==> config.mk <==
export PLATFORM = sky130hd
export DESIGN_NAME = obi_rr_arbiter
export DESIGN_NICKNAME = d
export VERILOG_FILES = /design/src/rtl/obi_rr_arbiter.sv
export SDC_FILE = /design/constraint.sdc
export NUM_CORES = 1
export LEC_CHECK = 0
export ABC_CLOCK_PERIOD_IN_PS = 1400
export BUFFER_PORTS_ARGS = -buffer_cell sky130_fd_sc_hd__buf_2
export CORE_AREA = 4 4 121 123
export CTS_CLUSTER_SIZE = 24
export DETAILED_ROUTE_END_ITERATION = 7
export DIE_AREA = 0 0 125 127
export SYNTH_ARGS = -nofsm -noshare
export SYNTH_HDL_FRONTEND = slang
export SYNTH_SLANG_ARGS = --single-unit
==> constraint.sdc <==
create_clock -name clk_i -period 1.4 [get_ports clk_i]
set_input_delay 0 -clock clk_i [delete_from_list [all_inputs] [get_ports clk_i]]
set_output_delay 0 -clock clk_i [all_outputs]
set_load 0.02 [all_outputs]
==> src/rtl/obi_rr_arbiter.sv <==
// Round-robin arbiter sharing one single-outstanding OBI subordinate between
// NUM_MGR managers; the selection is locked from first request until the response.
module obi_rr_arbiter #(
  parameter int NUM_MGR    = 2,
  parameter int ADDR_WIDTH = 32,
  parameter int DATA_WIDTH = 32
) (
  input  logic                             clk_i,
  input  logic                             reset_ni,
  input  logic [NUM_MGR-1:0]               mgr_req_i,
  output logic [NUM_MGR-1:0]               mgr_gnt_o,
  input  logic [NUM_MGR*ADDR_WIDTH-1:0]    mgr_addr_i,
  input  logic [NUM_MGR-1:0]               mgr_we_i,
  input  logic [NUM_MGR*DATA_WIDTH/8-1:0]  mgr_be_i,
  input  logic [NUM_MGR*DATA_WIDTH-1:0]    mgr_wdata_i,
  output logic [NUM_MGR-1:0]               mgr_rvalid_o,
  input  logic [NUM_MGR-1:0]               mgr_rready_i,
  output logic [NUM_MGR*DATA_WIDTH-1:0]    mgr_rdata_o,
  output logic [NUM_MGR-1:0]               mgr_err_o,
  output logic                             sub_req_o,
  input  logic                             sub_gnt_i,
  output logic [ADDR_WIDTH-1:0]            sub_addr_o,
  output logic                             sub_we_o,
  output logic [DATA_WIDTH/8-1:0]          sub_be_o,
  output logic [DATA_WIDTH-1:0]            sub_wdata_o,
  input  logic                             sub_rvalid_i,
  output logic                             sub_rready_o,
  input  logic [DATA_WIDTH-1:0]            sub_rdata_i,
  input  logic                             sub_err_i
);

  localparam int BE_WIDTH = DATA_WIDTH / 8;
  localparam int IDX_W    = (NUM_MGR > 1) ? $clog2(NUM_MGR) : 1;

  typedef enum logic [1:0] {IDLE, ADDR, RESP} state_t;

  state_t           state_q;
  logic [IDX_W-1:0] owner_q;
  logic [IDX_W-1:0] prio_q;
  logic [IDX_W-1:0] winner;
  logic [IDX_W-1:0] sel;
  logic             found;
  logic             any_req;
  logic             owner_req;
  logic             owner_rready;

  function automatic logic [IDX_W-1:0] next_idx(input logic [IDX_W-1:0] idx);
    return (idx == IDX_W'(NUM_MGR - 1)) ? '0 : idx + IDX_W'(1);
  endfunction

  // Two passes emulate a circular search that starts at prio_q.
  always_comb begin
    winner = prio_q;
    found  = 1'b0;
    for (int i = 0; i < NUM_MGR; i++) begin
      if (!found && mgr_req_i[i] && (IDX_W'(i) >= prio_q)) begin
        winner = IDX_W'(i);
        found  = 1'b1;
      end
    end
    for (int i = 0; i < NUM_MGR; i++) begin
      if (!found && mgr_req_i[i] && (IDX_W'(i) < prio_q)) begin
        winner = IDX_W'(i);
        found  = 1'b1;
      end
    end
  end

  always_comb begin
    any_req      = |mgr_req_i;
    owner_req    = 1'b0;
    owner_rready = 1'b0;
    for (int i = 0; i < NUM_MGR; i++) begin
      if (owner_q == IDX_W'(i)) begin
        owner_req    = mgr_req_i[i];
        owner_rready = mgr_rready_i[i];
      end
    end
  end

  assign sel = (state_q == IDLE) ? winner : owner_q;

  always_comb begin
    case (state_q)
      IDLE:    sub_req_o = any_req;
      ADDR:    sub_req_o = owner_req;
      default: sub_req_o = 1'b0;
    endcase
  end

  // A-channel fields are forced to zero whenever no request is presented.
  always_comb begin
    sub_addr_o  = '0;
    sub_we_o    = 1'b0;
    sub_be_o    = '0;
    sub_wdata_o = '0;
    mgr_gnt_o   = '0;
    for (int i = 0; i < NUM_MGR; i++) begin
      if (sub_req_o && (sel == IDX_W'(i))) begin
        sub_addr_o  = mgr_addr_i[i*ADDR_WIDTH +: ADDR_WIDTH];
        sub_we_o    = mgr_we_i[i];
        sub_be_o    = mgr_be_i[i*BE_WIDTH +: BE_WIDTH];
        sub_wdata_o = mgr_wdata_i[i*DATA_WIDTH +: DATA_WIDTH];
      end
      if (((state_q == IDLE && any_req) || state_q == ADDR) && (sel == IDX_W'(i))) begin
        mgr_gnt_o[i] = sub_gnt_i;
      end
    end
  end

  always_comb begin
    mgr_rvalid_o = '0;
    mgr_rdata_o  = '0;
    mgr_err_o    = '0;
    sub_rready_o = (state_q == RESP) && owner_rready;
    for (int i = 0; i < NUM_MGR; i++) begin
      if ((state_q == RESP) && (owner_q == IDX_W'(i))) begin
        mgr_rvalid_o[i]                          = sub_rvalid_i;
        mgr_rdata_o[i*DATA_WIDTH +: DATA_WIDTH]  = sub_rdata_i;
        mgr_err_o[i]                             = sub_err_i;
      end
    end
  end

  // Priority advances only when the subordinate accepts a request.
  always_ff @(posedge clk_i or negedge reset_ni) begin
    if (!reset_ni) begin
      state_q <= IDLE;
      owner_q <= '0;
      prio_q  <= '0;
    end else begin
      case (state_q)
        IDLE: begin
          if (any_req) begin
            owner_q <= winner;
            if (sub_gnt_i) begin
              prio_q  <= next_idx(winner);
              state_q <= RESP;
            end else begin
              state_q <= ADDR;
            end
          end
        end
        ADDR: begin
          if (owner_req && sub_gnt_i) begin
            prio_q  <= next_idx(owner_q);
            state_q <= RESP;
          end
        end
        RESP: begin
          if (sub_rvalid_i && owner_rready) begin
            state_q <= IDLE;
          end
        end
        default: state_q <= IDLE;
      endcase
    end
  end

endmodule

Word-level counts from Yosys, hierarchy flattened:

Cells that the tools add are included.

* add/subtract/negate cells: 2
* reductions and logical operators: 27
* eq/ne operators: 6
* order comparisons: 4
* bitwise operators: 2
* multiplexer cells: 38

Operators by type and width (count)
* $mux W32: 6
* $mux W1: 23
* $logic_and A1 B1 Y1: 17
* $mux W2: 4
* $mux W4: 2
* $pmux W2 S3: 1
* $ne A2 B1 Y1 const B: 2
* $ne A2 B2 Y1 const B: 2
* $pmux W1 S2: 2
* $reduce_and A4 Y1: 1
* $logic_not A1 Y1: 3
* $reduce_and A3 Y1: 1
* $add A1 B1 Y1 const B: 2
* $eq A2 B1 Y1 const B: 1
* $eq A2 B2 Y1 const B: 1
* $ge A1 B1 Y1 const A: 2
* $logic_not A2 Y1: 1
* $lt A1 B1 Y1 const A: 2
* $not A1 Y1: 2
* $reduce_and A2 Y1: 1
* $reduce_bool A2 Y1: 1
* $reduce_or A2 Y1: 1
* $logic_or A1 B1 Y1: 1

* bits in registers: 4
* output and inout bits: 141
* bits of input ports: 179
* logic and storage cells: 82

Depth between registers and ports, before layout:

* word-level depth: 20
* mapped depth: 7
* depth with buffers taken out: 4

Least setup slack after synthesis:

OpenSTA, ideal clock, no wires.

* kind: flip-flop to output port
* start point: register prio_q
* end point: output port sub_addr_o[21]
* data required time: 1400 ps
* buffers on the path: 2
* setup slack: -149 ps
* stages on the path, launching flop included: 7
* arrival time: 1549 ps
* cell sequence: dfrtp_1 nand2_1 nor2_1 nor4b_4 buf_2 buf_4 a22o_1

* cells in the longest elaborated chain, start to end: 20
* elaborated cells between the ends (all ways): 27
* those cells by class: order compare (4); mux (10); bitwise (1); reduce/logical (12)

RTL lines
* start: declaration: line 39 `logic [IDX_W-1:0] prio_q;`
* start signal: assignment: line 137 `prio_q <= next_idx(winner);`
* start signal: assignment: line 146 `prio_q <= next_idx(owner_q);`
* $ge A1 B1 Y1: line 56 `if (!found && mgr_req_i[i] && (IDX_W'(i) >= prio_q)) begin`
* $logic_and A1 B1 Y1: line 56
* $mux W1: line 56
* $logic_not A1 Y1: line 56
* $logic_and A1 B1 Y1 (2 in a row): line 56
* $mux W1: line 56
* $logic_not A1 Y1: line 62 `if (!found && mgr_req_i[i] && (IDX_W'(i) < prio_q)) begin`
* $logic_and A1 B1 Y1 (2 in a row): line 62
* $mux W1: line 62
* $logic_not A1 Y1: line 62
* $logic_and A1 B1 Y1 (2 in a row): line 62
* $mux W1 *: line 62
* $mux W1 *: line 81 `assign sel = (state_q == IDLE) ? winner : owner_q;`
* $not A1 Y1: line 99 `if (sub_req_o && (sel == IDX_W'(i))) begin`
* $logic_and A1 B1 Y1: line 99
* $mux W32: line 99
* $mux W32 *: line 99
* end: declaration: line 22 `output logic [ADDR_WIDTH-1:0] sub_addr_o,`

Every way passes the cells marked *; elsewhere a longest branch is shown, timed or not.

Worst setup path in the final report:

* start point: register state_q[0]
* end point: output port sub_addr_o[17]

* cells in the longest elaborated chain, start to end: 6
* elaborated cells between the ends (all ways): 9
* those cells by class: eq/ne (1); mux (4); bitwise (1); reduce/logical (3)

RTL lines
* start: declaration: line 37 `state_t state_q;`
* start signal: assignment: line 128 `state_q <= IDLE;`
* start signal: assignment: line 138 `state_q <= RESP;`
* start signal: assignment: line 140 `state_q <= ADDR;`
* branches (longest 5 deep; another with $mux W32)
* $mux W32 *: line 99

Every way passes the cells marked *.

==> impl_metrics.toml <==
[worst_setup_path]
worst_setup_path_start_kind = "flip-flop"
r2r_slack_ns = -0.15
critical_path.reg2reg.startpoint = "state_q[0]$_DFFE_PN0P_"
reg2reg_to = "prio_q$_DFFE_PN0P_"
crit_path_dat_ns = 1.85
worst-endpoint-required_ns = 1.40
cp-end-kind = "output pin"
ff2ff_path_depth = 6
path_class = "flip-flop to output pin"
critPathMaxFanout = 6

[drt]
route.vias.total = 3335
route.detailed.wl_per_inst_um = 19.88
drt-total-wl_mm = 15.05
drt_pre_antenna_iters = 4
postRouteAntennaNets = 0
dr.first_iter.drc_count = 175
detail_route.drc_violations = 0
route.detailed.vias_per_inst = 4.406

[logic_synthesis]
yosys-top-cells-area = "a22o_1 (40%), and2_1 (28%), dfrtp_1 (6.6%), buf_2 (3.3%), clkbuf_1 (2.7%)"
synthesis.area_per_instance_um2 = 7.374
netlist_instances = 206
postSynthNetCount = 385
syn_area_mm2 = 0.001519
yosys_register_bits = 4
synthMostInstantiatedCell = "a22o_1"
synth_top_cell_by_area = "a22o_1"
part_of_the_yosys_area_used_for_sequential_elements = 0.06590
yosys.area.top_type_share = 0.3979
synth_ff_type = "dfrtp_1"
async_flop_share = 1.000
synth_enable_flop_cells = 0
netlist_top_cells_count = "a22o_1 (69), and2_1 (68), clkbuf_1 (11)"
yosys_warnings = 0
yosys.cell_types.count = 29

[clocking]
clock_latency_reported_for_the_late_side_of_the_worst_skew_pair_ns = 0.23
cts_tree = "built"
clockRootBuffer = "clkbuf_16"
cts_inserted_buffers = 3
clkSlewWorstSetupHoldPaths_ns = 0.03
clkSinkCount = 4
htree_levels = 1
cts_max_path_buffers = 2

[power_and_ir_drop]
netSwitchingPower_mw = 4.433
intPower_mw = 5.663
power_leakage_nw = 2.857
power.clock.fraction = 0.046
power.combinational.fraction = 0.926
cellPowerDensity_mw_per_mm2 = 1857
sw_frac_of_total = 0.4391
irDropWorstVdd_uv = 1104
power_frac_seq = 0.028

[layout]
finish.utilization = 0.3977
finish.net_count = 758
flow.area_growth_from_synthesis_pct = 257.8
finalInstanceArea_mm2 = 0.005435
layout-drive-gt1-share = 0.8458
insertedDiodeCount = 0

[timing]
rsz0062_at_grt = "yes"
hold_viol = 0
timing.setup.tns_ns = -50.88
relSlewSlack = 0.6751
layout_min_cycle_time_ns = 1.847
worst_slack_ns = -0.4466
timing.clock.skew_ns = 0.005502
setup_viol = 143
period_share = 1.319
holdWs_ns = 0.05617
max_freq_ghz = 0.5415
timing.final.max_slew_violations = 0
worst_pin_slew_ns = 0.4738

[global_routing]
gr-usage-met2 = 0.2490
number_of_global_route_vias_before_repair = 3128
grt_util_met1 = 0.1550
globalRouteTotalUtil = 0.1359
grt_overflow_total = 0
grt_busiest_layer = "met2"
antenna_violations_before_repair = 1
largest_net_degree_at_the_start_of_global_routing = 35
grt_first_pass_wirelength_mm = 17.33
gr-usage-met3 = 0.03135

[run]
drv_cap = 0

[placed_design]
pre_cts_slack_ns = -0.2202
port_buffers = 319
dpl_cell_area_mm2 = 0.003714
gpl.final_weighted_congestion = 0.7894
dpl.hpwl_mm = 10.08

[die]
core_mm2 = 0.01367
placementRows = 43
die-width_um = 125
floorplan.io_pins = 320
chipHeight_um = 127
floorplan.initialDensity = 0.1112
die_area_mm2 = 0.01588

[hold_path]
worstHoldStart = "sub_gnt_i"
hold_path_depth = 2
hp-class = "input pin to flip-flop"
hold_path_end = "prio_q$_DFFE_PN0P_"

[run_status]
failed_checks = "setup timing"
status = "finished, violations left"
[registers in the layout (all words and copies together), names as in the netlist]
register  count
owner_q       1
prio_q        1
state_q       2
[final cells by class]
class / instances / area (um2)
inverter: 4 / 16.27
clock buffer: 3 / 75.07
timing repair buffer: 393 / 3411
sequential: 4 / 103.9
multi-input combinational: 173 / 1604
fill: 1288 / 8230
tap: 180 / 225.2
[metal layers]
| metal | vias to the layer above | part of all wire | wire [um] |
|---|---|---|---|
| met4 | 0 | 0.025 | 375 |
| met3 | 23 | 0.11 | 1583 |
| li1 | 1516 | - | - |
| met1 | 1543 | 0.35 | 5280 |
| met2 | 253 | 0.52 | 7810 |
| met5 | - | 0 | 0 |
[logic make-up (layout without fill, tap and decap cells)]
group	after synthesis	in the layout	share of synthesized area
DFF	4	4	0.06590
and+or+nand+nor	86	86	0.3493
AOI/OAI and AO/OA	86	86	0.4852
muxes	1	1	0.006590
buffers and inverters	29	400	0.09308
[cell usage in the layout, fill, tap and decap left out, types with 5 or more instances in the layout]
master,count
a22o_1,58
a22o_4,11
and2_1,7
and2_4,61
buf_12,10
buf_2,178
buf_4,38
buf_6,152
clkbuf_16,12
nor2_4,5
[power by group through the flow]
stage	Clock, mW	Sequential, mW	Combinational (mW)
3_5_place_dp	0	0.257	5.86
3_3_place_gp	0	0.254	5.86
2_1_floorplan	0	0.199	3.55
6_report	0.466	0.283	9.35
5_1_grt	0.474	0.293	9.74
4_1_cts	0.465	0.263	6.67
[worst max-delay path, stage by stage (launching register included)]
cell and delay [ns]:
dfrtp_2 0.44, buf_6 0.15, nand2_4 0.05, nor4b_4 0.20, buf_4 0.20, clkbuf_16 0.17, clkbuf_16 0.15, a22o_1 0.14
buf_6 0.12
[worst max-delay path by stage]
stage,start,to,slack [ns],depth (start not counted)
2_1_floorplan,state_q[0]$_DFFE_PN0P_,sub_addr_o[21],-0.02,5
3_3_place_gp,state_q[0]$_DFFE_PN0P_,sub_wdata_o[4],-0.18,6
3_5_place_dp,state_q[0]$_DFFE_PN0P_,sub_addr_o[20],-0.22,6
4_1_cts,state_q[0]$_DFFE_PN0P_,sub_addr_o[25],-0.42,7
5_1_grt,state_q[0]$_DFFE_PN0P_,sub_addr_o[17],-0.53,8
6_report,state_q[0]$_DFFE_PN0P_,sub_addr_o[17],-0.45,8
[what timing repair did]
action	in CTS	in global routing
resized for setup	110	278
endpoints found under the hold margin	4	0
hold buffers	1	0
pin swaps	5	61
setup buffers	1	13
setup endpoints to repair	142	143
gates cloned	1	15
[per-stage QoR]
step	std cells	power [mW]
6_report	757	10.10
3_5_place_dp	723	6.113
5_1_grt	757	10.51
4_1_cts	729	7.393
3_3_place_gp	723	6.111
2_1_floorplan	206	3.752
No activity file was read; power rests on OpenSTA's default activity.
